--- config.mk ---
export PLATFORM = sky130hd
export DESIGN_NAME = wait_ctrl
export DESIGN_NICKNAME = d
export VERILOG_FILES = /design/src/rtl/wait_ctrl.sv
export SDC_FILE = /design/constraint.sdc
export NUM_CORES = 1
export LEC_CHECK = 0
export BUFFER_PORTS_ARGS = -buffer_cell sky130_fd_sc_hd__buf_2
export CAP_MARGIN = 40
export CORE_UTILIZATION = 50
export CTS_BUF_LIST = sky130_fd_sc_hd__clkbuf_16
export DETAILED_ROUTE_END_ITERATION = 8
export PLACE_DENSITY = 0.77
export SETUP_SLACK_MARGIN = 0.4
export SKIP_LAST_GASP = 1
export SYNTH_ARGS = -nofsm -noshare
export SYNTH_HDL_FRONTEND = slang
export SYNTH_SLANG_ARGS = --single-unit
--- constraint.sdc ---
create_clock -name PHI2 -period 4.1 [get_ports PHI2]
set_input_delay 1.025 -clock PHI2 [delete_from_list [all_inputs] [get_ports PHI2]]
set_output_delay 1.025 -clock PHI2 [all_outputs]
set_load 0.05 [all_outputs]
--- src/rtl/wait_ctrl.sv ---
// Wait-state controller for the 65C816 bus: stretches slow-device accesses by
// holding RDY low for a per-device programmable count of PHI2 cycles.
module wait_ctrl #(
  parameter logic [1:0] RESET_WAIT = 2'd3,
  parameter logic       RESET_EN   = 1'b1
) (
  input  logic       PHI2,
  input  logic       RESET,
  input  logic       VDA,
  input  logic       VPA,
  input  logic       RWB,
  input  logic       A0,
  input  logic [7:0] DB,
  input  logic       CFGSELB,
  input  logic       ROMCSB,
  input  logic       IO1SELB,
  input  logic       IO2SELB,
  input  logic       IO3SELB,
  input  logic       IO4SELB,
  output logic       RDY,
  output logic [7:0] DOUT,
  output logic       DOE
);

  typedef enum logic {ST_IDLE, ST_WAIT} state_t;

  logic [7:0] cfg0_q, cfg0_d;
  logic [1:0] io4_q, io4_d;
  logic       en_q, en_d;

  state_t     state_q;
  logic [1:0] cnt_q;
  logic       rdy_q;

  logic       cfg_wr;
  logic       acc_vld;
  logic [1:0] n_raw;
  logic [1:0] n_eff;

  function automatic logic [1:0] max2(input logic [1:0] a, input logic [1:0] b);
    return (a > b) ? a : b;
  endfunction

  function automatic logic [1:0] field(input logic sel_n, input logic [1:0] w);
    return sel_n ? 2'd0 : w;
  endfunction

  assign cfg_wr = !CFGSELB && !RWB;

  always_comb begin
    cfg0_d = cfg0_q;
    io4_d  = io4_q;
    en_d   = en_q;
    if (cfg_wr) begin
      if (A0) begin
        io4_d = DB[1:0];
        en_d  = DB[7];
      end else begin
        cfg0_d = DB;
      end
    end
  end

  always_ff @(posedge PHI2 or posedge RESET) begin
    if (RESET) begin
      cfg0_q <= {4{RESET_WAIT}};
      io4_q  <= RESET_WAIT;
      en_q   <= RESET_EN;
    end else begin
      cfg0_q <= cfg0_d;
      io4_q  <= io4_d;
      en_q   <= en_d;
    end
  end

  // Several selects low at once: the slowest asserted device wins.
  // A config-register access is never itself stretched.
  always_comb begin
    acc_vld = (VDA || VPA) && CFGSELB;
    n_raw   = max2(max2(max2(field(ROMCSB,  cfg0_q[1:0]), field(IO1SELB, cfg0_q[3:2])),
                        max2(field(IO2SELB, cfg0_q[5:4]), field(IO3SELB, cfg0_q[7:6]))),
                   field(IO4SELB, io4_q));
    n_eff   = (en_q && acc_vld) ? n_raw : 2'd0;
  end

  // Selects are not re-sampled in WAIT; the CPU holds them while stalled.
  always_ff @(posedge PHI2 or posedge RESET) begin
    if (RESET) begin
      state_q <= ST_IDLE;
      cnt_q   <= 2'd0;
      rdy_q   <= 1'b1;
    end else begin
      case (state_q)
        ST_IDLE: begin
          if (n_eff != 2'd0) begin
            rdy_q   <= 1'b0;
            cnt_q   <= n_eff - 2'd1;
            state_q <= ST_WAIT;
          end else begin
            rdy_q   <= 1'b1;
          end
        end
        ST_WAIT: begin
          if (cnt_q == 2'd0) begin
            rdy_q   <= 1'b1;
            state_q <= ST_IDLE;
          end else begin
            cnt_q   <= cnt_q - 2'd1;
          end
        end
      endcase
    end
  end

  assign RDY  = rdy_q;
  assign DOUT = A0 ? {en_q, 5'b0, io4_q} : cfg0_q;
  assign DOE  = !CFGSELB && RWB && PHI2;

endmodule

# Word-level counts from Yosys, hierarchy flattened
# Index checks and enable logic that the tools add are counted.
[totals]
latch_bits = 0
input_bits = 20
ff_bits = 15
ramBits = 0
rom_bits = 0
out_inout_bits = 10
memories = 0
[classes]
order_cmp = 4
mux = 20
n_mul = 0
shift = 0
add_sub_neg = 2
bitwise_logic = 2
reduce_logical = 13
div = 0
n_eq_ne = 3
[op_table]
columns = ["operator", "count"]
rows = [
  ["2-bit 2-to-1 mux", 12],
  ["2-bit > comparator", 4],
  ["8-bit 2-to-1 mux", 1],
  ["2-bit AND reduction", 3],
  ["1-bit logical AND", 5],
  ["1-bit 2-to-1 mux", 4],
  ["2-bit != test, second input constant", 2],
  ["1-bit case mux with 2 select lines", 2],
  ["2-bit case mux with 2 select lines", 1],
  ["2-bit by 1-bit subtractor with 2-bit output, second input constant", 2],
  ["1-bit logical NOT", 2],
  ["2-bit logical NOT", 1],
  ["2-bit by 1-bit != test with 1-bit output, second input constant", 1],
  ["1-bit NOT", 2],
  ["2-bit nonzero test", 1],
  ["1-bit logical OR", 1],
]

# Logic depth before layout (Yosys ltp)
[logic_depth]
word_depth = 11
mapped_depth = 17

==> out/qor.csv <==
stage,metric,value,unit
status,status,"finished, final reports clean",
global_routing,use_met2,39.2,%
pwr,p_sw,0.285,mW
pwr,power_density,629,mW/mm²
timing,setup_tns,0,ns
final_layout,drive_above_1_share,49.3,%
global_routing,grt_max_degree,16,
final_layout,nNetsFinal,167,
synth,synth_top_area_share,30.7,%
synth,syn_avg_cell_area,10.1,µm²
timing,max_slew_margin,53.2,%
global_routing,grt_busiest_layer,met2,
setup_path,cp-end-kind,output port,
clocking,postCtsHoldBufs,0,
timing,tightestPinTransition,0.699,ns
timing,final.setup_skew,0.00392,ns
synth,ys_ff_latch,15,
global_routing,grt_overflow,0,
routing,drt_first_pass_iters,4,
final_layout,area_growth,32.2,%
global_routing,track_usage,23.8,%
pwr,vdd_drop_max,510,µV
pwr,switching_share,33.4,%
routing,drtAntennaViolNets,0,
place,pre_cts_slack,0.0852,ns
timing,finalSetupViolations,0,
global_routing,antenna_found_initial,0,
clocking,cts_tree,yes,
routing,drc_errors,0,
global_routing,gr-usage-met3,10.4,%
place,io_buffers,29,
routing,first_iter_violations,12,
timing,final.setup.worst_slack,0.485,ns
floorplan,die_x,47.4,µm
setup_path,cp-start-kind,clock port,
setup_path,cp_common_cell,clkbuf_16,
floorplan,io-pin-count,30,
floorplan,num_rows,16,
timing,rsz0062_at_grt,no,
final_layout,antennaDiodeCount,0,
global_routing,grt_pass1_wl,3420,µm
floorplan,initial_core_util,53.0,%
timing,hold_viol_final,0,
floorplan,core,0.00194,mm²
synth,synth_area,0.00103,mm²
synth,async_reset_ff_share,100,%
job,max_cap_viol_count,0,
timing,slew_violations,0,
floorplan,fp.dieH,47.4,µm
clocking,clk_latency,0.36,ns
routing,routed_wl,2240,µm
setup_path,critPathRequiredTime,3.07,ns
pwr,combPwrFrac,31.6,%
clocking,clkSlewWorstSetupHoldPaths,0.05,ns
floorplan,die-area,0.00224,mm²
synth,synthTopCellsByArea,"dfstp_2 31%, mux2_2 14%, ha_1 12%, dfrtp_1 7.3%, nor2b_1 4.3%",
setup_path,slowest_delay,0.20,ns
setup_path,path_class,clk2out,
setup_path,cp_max_fo,2,
setup_path,crit_family,buffers and inverters,
place,dp_hpwl,1570,µm
synth,synth_edf_count,0,
final_layout,mostFrequentLayoutCell,buf_2,
global_routing,grt_pass1_vias,805,
routing,drt-vias-per-instance,5.31,
final_layout,final.fill_count,156,
pwr,p_leak,0.635,nW
global_routing,grt_util_met1,24.8,%
synth,ys_types,28,
synth,syn_inst,102,
setup_path,crit_chain,clkbuf_16 > clkbuf_16 > nand2_1 > nor2_1 > buf_2,
hold_path,hold_path.class,reg2reg,
synth,ys_warn_count,0,
synth,yosysTopAreaCell,dfstp_2,
place,gp_routability_congestion,0.761,
synth,synth-seq-area-share,38.0,%
pwr,power_frac_seq,27.2,%
setup_path,crit_path_top_delay_cell,buf_2,
setup_path,worstPathArrival,2.59,ns
setup_path,path_buf_inv,3,
routing,vias,866,
pwr,internal_power,0.570,mW
pwr,pwr-share-clk,41.2,%
routing,wire_per_inst,13.8,µm
synth,synth_ff_type,dfstp_2,
final_layout,layout_common_cells,"29 x buf_2, 13 x mux2_2, 12 x dfstp_2, 11 x inv_1, 10 x ha_1",
synth,synth_nets,132,
[logic make-up after synthesis]
| family | Yosys count | share of synthesized area, % |
|---|---|---|
| simple gates | 33 | 16.9 |
| compound gates | 17 | 12.8 |
| flops | 15 | 38.0 |
| mux | 14 | 15.2 |
| buf+inv | 13 | 4.99 |
| fa+ha+maj | 10 | 12.2 |
[worst register-to-register path, stage by stage (launching register included)]
cell	delay, ns
dfstp_2	0.55
nand2_1	0.08
ha_1	0.31
nand2b_1	0.08
a32o_1	0.22
inv_1	0.06
ha_1	0.27
inv_1	0.04
o22ai_1	0.24
mux2i_2	0.34
ha_1	0.28
nand2_1	0.07
o21ai_2	0.09
a22oi_2	0.13
o31ai_1	0.09
o32a_1	0.28
[metrics by stage]
stage | instance area (µm²) | hold slack (ns) | instances | util [%] | power [mW]
after floorplan | 1030 | 0.513 | 102 | - | 0.447
after global placement | 1200 | 0.544 | 156 | 61.7 | 0.493
after detailed placement | 1200 | 0.560 | 156 | 61.7 | 0.510
after CTS | 1350 | 0.573 | 163 | 69.7 | 0.852
after global routing | 1360 | 0.633 | 163 | 70.0 | 0.907
final | 1360 | 0.569 | 163 | 70.0 | 0.855
[state kept, by name, summed over array words and instances, names as in the netlist]
name     flops
cfg0_q       8
cnt_q        2
io4_q        2
RDY          1
en_q         1
state_q      1
[layer usage]
layer	up-vias	share of wire (%)
met5	-	0
met4	0	0.89
met2	23	54
met1	421	41
li1	420	-
met3	2	4.5
[power groups by stage]
| stage | Combinational (mW) | Sequential, mW | Clock, mW |
|---|---|---|---|
| 2_1_floorplan | 0.198 | 0.235 | 0.0138 |
| 3_3_place_gp | 0.245 | 0.232 | 0.0161 |
| 3_5_place_dp | 0.258 | 0.235 | 0.0161 |
| 4_1_cts | 0.262 | 0.233 | 0.357 |
| 5_1_grt | 0.297 | 0.239 | 0.370 |
| 6_report | 0.270 | 0.233 | 0.352 |
[cell usage after synthesis (2+ instances only)]
library cell,n
mux2_2,13
dfstp_2,12
inv_1,11
ha_1,10
nand2_1,8
nor2_1,7
nor2b_1,7
nand2b_1,5
o21ai_0,4
a21oi_1,3
dfrtp_1,3
nor3b_1,2
o22ai_1,2
[final timing paths]
| kind | from | endpoint | slack [ns] | cells past startpoint |
|---|---|---|---|---|
| max reg2reg | cfg0_q[1] | cnt_q[1] | 0.84 | 15 |
| min in group asynchronous | RESET | state_q | 0.72 | 2 |
| min reg2reg | cfg0_q[6] | cfg0_q[6] | 0.57 | 2 |
| max | PHI2 | DOE | 0.48 | 5 |
| min | cfg0_q[6] | cfg0_q[6] | 0.57 | 2 |
| max in group asynchronous | RESET | cnt_q[1] | 2.99 | 2 |
[layout make-up]
cell class	instances	area, µm²	share of cell area (%)
clock buffer	7	155	11.4
clock inverter	1	5.00	0.368
inverter	11	41.3	3.04
multi-input combinational	74	594	43.7
sequential	15	390	28.7
tap	27	33.8	2.48
timing repair buffer	28	140	10.3
[repair_timing]
action	in CTS	in global routing
endpoints found under the setup margin	0	4
setup buffers	0	0
resized for setup	0	3
endpoints found under the hold margin	0	0
No activity file was read; power rests on OpenSTA's default activity.
